`src/rtl/mem_bus_master_pkg.sv`:
```
// Shared types for the CPU-side memory bus master.
//   cpu_mem_bus_t : request bus driven toward the memory controller
//   mbm_state_t   : master FSM state encoding
//   mbm_op_t      : kind of transaction currently in flight
//   MEM_LAT       : default controller read latency in cycles
package types;

    localparam int MEM_LAT = 2;
    localparam int AW      = 16;
    localparam int DW      = 16;

    typedef struct packed {
        logic          addr_valid;
        logic [AW-1:0] addr;
        logic          write;
        logic [DW-1:0] data2mem;
        logic          ptr_valid;
        logic [31:0]   ptr;
    } cpu_mem_bus_t;

    typedef enum logic [2:0] {
        IDLE,
        FETCH0,
        FETCH1,
        DATA,
        WAIT,
        RESP
    } mbm_state_t;

    typedef enum logic [1:0] {
        OP_LOAD,
        OP_STORE,
        OP_FETCH
    } mbm_op_t;

    // Pointer-port request for a two-word fetch: {addr+1, addr}.
    // The sum is self-determined at 16 bits, so 0xFFFF wraps to 0x0000.
    function automatic logic [31:0] fetch_ptr(input logic [AW-1:0] a);
        return {a + 16'd1, a};
    endfunction

endpackage

```
`src/rtl/mem_bus_master_lat_counter.sv`:
```
// mbm_lat_counter: read-latency timer shared by the load and fetch paths.
//   clk, rst_n : clock, async active-low reset
//   start      : pulse in the first bus-drive cycle of a read
//   done       : high in the cycle whose closing edge is LAT edges after
//                the start cycle began, i.e. the data capture cycle
import types::*;

module mbm_lat_counter #(
    parameter int LAT = MEM_LAT
) (
    input  logic clk,
    input  logic rst_n,
    input  logic start,
    output logic done
);

    localparam int            CW     = $clog2(LAT + 1);
    localparam logic [CW-1:0] RELOAD = CW'(LAT - 1);

    logic [CW-1:0] cnt;

    always_ff @(posedge clk or negedge rst_n) begin
        if (!rst_n) begin
            cnt <= '0;
        end else if (start) begin
            cnt <= RELOAD;
        end else if (cnt != '0) begin
            cnt <= cnt - CW'(1);
        end
    end

    // With LAT=1 the capture edge closes the start cycle itself; otherwise
    // the count reaches 1 in the last cycle before capture and then parks at 0.
    assign done = start ? (LAT == 1) : (cnt == CW'(1));

endmodule

```
`src/rtl/mem_bus_master.sv`:
```
// mem_bus_master: arbitrates CPU fetch and load/store requests onto the
// memory controller request bus, one transaction at a time.
//   clk, rst_n                 : clock, async active-low reset
//   if_req/if_addr             : fetch request (held until if_ready)
//   if_ready/if_valid/if_data  : accept pulse, data pulse, {mem[a+1], mem[a]}
//   ls_req/ls_we/ls_addr/ls_wdata : load/store request (held until ls_ready)
//   ls_ready/ls_valid/ls_rdata : accept pulse, completion pulse, load data
//   bus                        : request bus to the controller
//   cpu_out/instr_out          : data-port / pointer-port read returns
//   busy                       : FSM not in IDLE
import types::*;

module mem_bus_master #(
    parameter int LAT = MEM_LAT
) (
    input  logic          clk,
    input  logic          rst_n,
    input  logic          if_req,
    input  logic [AW-1:0] if_addr,
    output logic          if_ready,
    output logic          if_valid,
    output logic [31:0]   if_data,
    input  logic          ls_req,
    input  logic          ls_we,
    input  logic [AW-1:0] ls_addr,
    input  logic [DW-1:0] ls_wdata,
    output logic          ls_ready,
    output logic          ls_valid,
    output logic [DW-1:0] ls_rdata,
    output cpu_mem_bus_t  bus,
    input  logic [DW-1:0] cpu_out,
    input  logic [DW-1:0] instr_out,
    output logic          busy
);

    mbm_state_t    state, state_n;
    mbm_op_t       op;
    logic [AW-1:0] r_addr;
    logic [DW-1:0] r_wdata;
    logic          grab1;       // word0 was captured last cycle; word1 is due now
    logic          cnt_start, cnt_done;
    logic          cap_ld, cap_w0, cap_w1;

    mbm_lat_counter #(.LAT(LAT)) u_lat (
        .clk   (clk),
        .rst_n (rst_n),
        .start (cnt_start),
        .done  (cnt_done)
    );

    always_ff @(posedge clk or negedge rst_n) begin
        if (!rst_n) begin
            state <= IDLE;
        end else begin
            state <= state_n;
        end
    end

    always_comb begin
        state_n   = state;
        bus       = '0;
        if_ready  = 1'b0;
        ls_ready  = 1'b0;
        if_valid  = 1'b0;
        ls_valid  = 1'b0;
        cnt_start = 1'b0;
        cap_ld    = 1'b0;
        cap_w0    = 1'b0;
        cap_w1    = 1'b0;
        case (state)
            IDLE: begin
                // Ready is combinational and gated by rst_n so a request
                // held through reset is not acknowledged.
                if (rst_n && ls_req) begin
                    ls_ready = 1'b1;
                    state_n  = DATA;
                end else if (rst_n && if_req) begin
                    if_ready = 1'b1;
                    state_n  = FETCH0;
                end
            end
            DATA: begin
                bus.addr_valid = 1'b1;
                bus.addr       = r_addr;
                bus.write      = (op == OP_STORE);
                bus.data2mem   = r_wdata;
                if (op == OP_STORE) begin
                    state_n = RESP;
                end else begin
                    cnt_start = 1'b1;
                    if (cnt_done) begin
                        cap_ld  = 1'b1;
                        state_n = RESP;
                    end else begin
                        state_n = WAIT;
                    end
                end
            end
            FETCH0: begin
                bus.ptr_valid = 1'b1;
                bus.ptr       = fetch_ptr(r_addr);
                cnt_start     = 1'b1;
                cap_w0        = cnt_done;
                state_n       = FETCH1;
            end
            FETCH1: begin
                bus.ptr_valid = 1'b1;
                bus.ptr       = fetch_ptr(r_addr);
                if (grab1) begin
                    cap_w1  = 1'b1;
                    state_n = RESP;
                end else begin
                    cap_w0  = cnt_done;
                    state_n = WAIT;
                end
            end
            WAIT: begin
                if (op == OP_FETCH) begin
                    if (grab1) begin
                        cap_w1  = 1'b1;
                        state_n = RESP;
                    end else begin
                        cap_w0 = cnt_done;
                    end
                end else if (cnt_done) begin
                    cap_ld  = 1'b1;
                    state_n = RESP;
                end
            end
            RESP: begin
                if (op == OP_FETCH) begin
                    if_valid = 1'b1;
                end else begin
                    ls_valid = 1'b1;
                end
                state_n = IDLE;
            end
            default: state_n = IDLE;
        endcase
    end

    always_ff @(posedge clk or negedge rst_n) begin
        if (!rst_n) begin
            op       <= OP_LOAD;
            r_addr   <= '0;
            r_wdata  <= '0;
            grab1    <= 1'b0;
            if_data  <= '0;
            ls_rdata <= '0;
        end else begin
            if (ls_ready) begin
                op      <= ls_we ? OP_STORE : OP_LOAD;
                r_addr  <= ls_addr;
                r_wdata <= ls_wdata;
            end else if (if_ready) begin
                op     <= OP_FETCH;
                r_addr <= if_addr;
            end
            grab1 <= cap_w0;
            if (cap_w0) if_data[15:0]  <= instr_out;
            if (cap_w1) if_data[31:16] <= instr_out;
            if (cap_ld) ls_rdata       <= cpu_out;
        end
    end

    assign busy = (state != IDLE);

endmodule

```
`config.mk`:
```
export PLATFORM = sky130hd
export DESIGN_NAME = mem_bus_master
export DESIGN_NICKNAME = d
export VERILOG_FILES = /design/src/rtl/mem_bus_master_pkg.sv /design/src/rtl/mem_bus_master_lat_counter.sv /design/src/rtl/mem_bus_master.sv
export SDC_FILE = /design/constraint.sdc
export NUM_CORES = 1
export LEC_CHECK = 0
export BUFFER_PORTS_ARGS = -buffer_cell sky130_fd_sc_hd__buf_2
export CAP_MARGIN = 20
export CORE_MARGIN = 4
export CORE_UTILIZATION = 43
export CTS_CLUSTER_DIAMETER = 80
export DETAILED_ROUTE_END_ITERATION = 10
export PLACE_DENSITY = 0.84
export SLEW_MARGIN = 5
export SYNTH_ARGS = -nofsm -noshare
export SYNTH_HDL_FRONTEND = slang
export SYNTH_HIERARCHICAL = 1
export SYNTH_SLANG_ARGS = --single-unit
export TNS_END_PERCENT = 20
```
`constraint.sdc`:
```
create_clock -name clk -period 1.9 [get_ports clk]
set_input_delay 0 -clock clk [delete_from_list [all_inputs] [get_ports clk]]
set_output_delay 0 -clock clk [all_outputs]
set_load 0.1 [all_outputs]
```
==> impl_metrics.ini <==
[sta]
worstMarginPinSlew_ps = 704.8
skew_ps = 10.24
totalNegativeSetupSlack_ps = -764.0
max-slew-margin-rel = 0.5301
clock.fmax_mhz = 497.1
rsz0062_at_grt = yes
setup_ws_ps = -111.5
final_hold_viol_count = 0
post-route-period-util = 1.059
drv_slew = 0
fin_crit_ps = 2012
setup_viol = 36

[worst_setup_path]
cp_max_fo = 4
worstPathArrival_ps = 2010
path_buf_inv = 1
crit_family = simple AND/OR/NAND/NOR gates
endpoint_kind = output port
crit_path_start_kind = flip-flop
critPathMaxStageDelay_ps = 510
cp_cell_sequence = nand2b_4 > a21o_4 > or4_4 > nand2_4 > buf_12
worstPathRequired_ps = 1900
crit_type = reg -> out
crit_path_top_delay_cell = or4_4

[synthesis]
synth_top_cell_by_area = dfrtp_1
syn_area_sq_mm = 0.004479
yosysUniqueCellTypes = 45
yosysMostFrequentCell = dfrtp_1
netlist_top_cells_area = dfrtp_1 49%, mux2_2 7.5%, and2_1 7.0%, mux2_4 6.4%, nand2_1 5.9%
synth_cells = 416
yosysSeqAreaShare = 0.4916
synth_common_cells = 88 x dfrtp_1, 70 x nand2_1, 50 x and2_1, 30 x mux2_2
syn_avg_cell_area_sq_um = 10.77
synth_edf_count = 0
synth-seq-cells = 88
async_flop_share = 1.000
synthFlopType = dfrtp_1
synth_top_area_frac = 0.4916
ys_warn_count = 6
syn_nets = 504

[placed_design]
dpl.cell_count = 757
place_hpwl_um = 10480
gp_congestion = 0.9590
dp_slack_ps = 67.90
port_buffers = 204

[route]
dr.first_iter.drc_count = 390
met3WireLength_um = 1293
drt-met1-wl_um = 6217
dr.pass1.iters = 5
totalWireLength_um = 18640
dr_wl_met2_um = 9907
top_layer = met4
vias = 4743
postRouteAntennaNets = 0
vias_per_cell = 5.458
drc = 0
wl_per_cell_um = 21.44

[floorplanning]
core_sq_mm = 0.009955
dieArea_sq_mm = 0.01211
num_io_pins = 205
die_h_um = 110.1
row_count = 36
die_w_um = 110.1
start_util = 0.4500

[global_routing]
grt_pass1_wl_um = 25760
antenna_found_initial = 0
grt_pass1_vias = 4908
grt_max_degree = 59
grt_util_all_layers = 0.2786
overflow = 0

[finish]
layout.cells.non_filler = 869
final_util = 0.8106
nFillCells = 523
areaGrowthSynthToFinish_pct = 80.14
layout.nets = 817
drive_above_1_share = 0.5014

[clock_tree]
clkTransAtPathRegs_ps = 90
cts_tree = done
clock_latency_ps = 360
numCtsBuffers = 9
numClockSinks = 88
cts_max_level = 3
clockBufferDepth = 2
cts-root-buf = clkbuf_8

[hold_path]
hold_class = in -> reg

[flow_run]
cap_viol_max_count = 0

[status]
status = finished, violations left
violations = negative setup slack
## flip-flops by register name, indices dropped and copies added, names as in the netlist
| name | flops |
|---|---|
| if_data | 32 |
| ls_rdata | 16 |
| r_addr | 16 |
| r_wdata | 16 |
| state | 3 |
| op | 2 |
| u_lat/cnt | 2 |
| grab1 | 1 |
## path summary, 6_finish.rpt
kind                       startpoint           end  slack, ps  cells past startpoint
setup / recovery             state[0]       bus[26]       -110                      5
max in group asynchronous       rst_n    r_wdata[3]        840                      3
hold reg to reg            r_wdata[5]    r_wdata[5]        490                      2
hold / removal             if_addr[9]     r_addr[9]         70                      3
setup reg to reg             state[0]      state[0]        -90                      8
min in group asynchronous       rst_n  u_lat/cnt[0]         80                      2
## cell type report
class | instances | area, sq um | area share
Multi-Input combinational cell | 297 | 2255 | 0.2794
Timing Repair Buffer | 326 | 3198 | 0.3963
Clock buffer | 9 | 123.9 | 0.01535
Tap cell | 133 | 166.4 | 0.02062
Inverter | 7 | 28.78 | 0.003566
Clock inverter | 7 | 83.83 | 0.01039
Sequential cell | 88 | 2208 | 0.2737
Antenna cell | 2 | 5.005 | 0.0006203
## cells by family (layout without fill, tap and decap cells)
logic type | count (synthesis) | count (layout) | share of synthesized area
compound gates | 35 | 35 | 0.04776
xor+xnor | 12 | 12 | 0.02346
fa+ha+maj | 3 | 3 | 0.008381
buf+inv | 31 | 349 | 0.04189
flops | 88 | 88 | 0.4916
mux | 66 | 66 | 0.1771
other cells | 0 | 2 | 0
simple gates | 181 | 181 | 0.2098
## per-stage QoR
step	instance area (sq um)	hold slack, ps
2_1_floorplan	4508	-295.6
6_report	8069	72.31
4_1_cts	7820	2.922
3_5_place_dp	6684	-104.0
3_3_place_gp	6684	-110.9
5_1_grt	8064	60.66
## cells in the final DEF (no fill, tap or decap), drive strengths merged, types with 2 or more instances in the layout
cell and count:
and4 2, a21o 2, a211oi 2, nand2b 8, nor4 3, nor2 19, diode 2, nor3 7
mux2i 17, buf 243, xor2 8, nand3 8, inv 12, dfrtp 88, and2 50, nand4 6
o21ai 20, clkbuf 13, nor2b 4, o21a 2, a21oi 5, xnor2 4, dlygate4sd3 79, nand2 70
mux2 49, ha 3
## metal layers
metal,track usage,up-vias
met5,0,-
met4,0.1264,0
met3,0.05999,99
met2,0.5238,312
met1,0.2946,2309
li1,-,2023
## worst min-delay path, cell delays in order
cell,delay (ps)
buf_2,100
mux2i_1,140
o21ai_1,120
## timing repair
action | in CTS | in global routing
setup buffers | 5 | 8
hold buffers | 79 | 0
resized for setup | 29 | 37
pin swaps | 7 | 9
setup endpoints to repair | 29 | 94
cloned | 0 | 2
endpoints found under the hold margin | 111 | 0
Power is left out: the tool's default activity adds up to more than one toggle a clock period on the data nets, which glitch-free logic cannot reach.
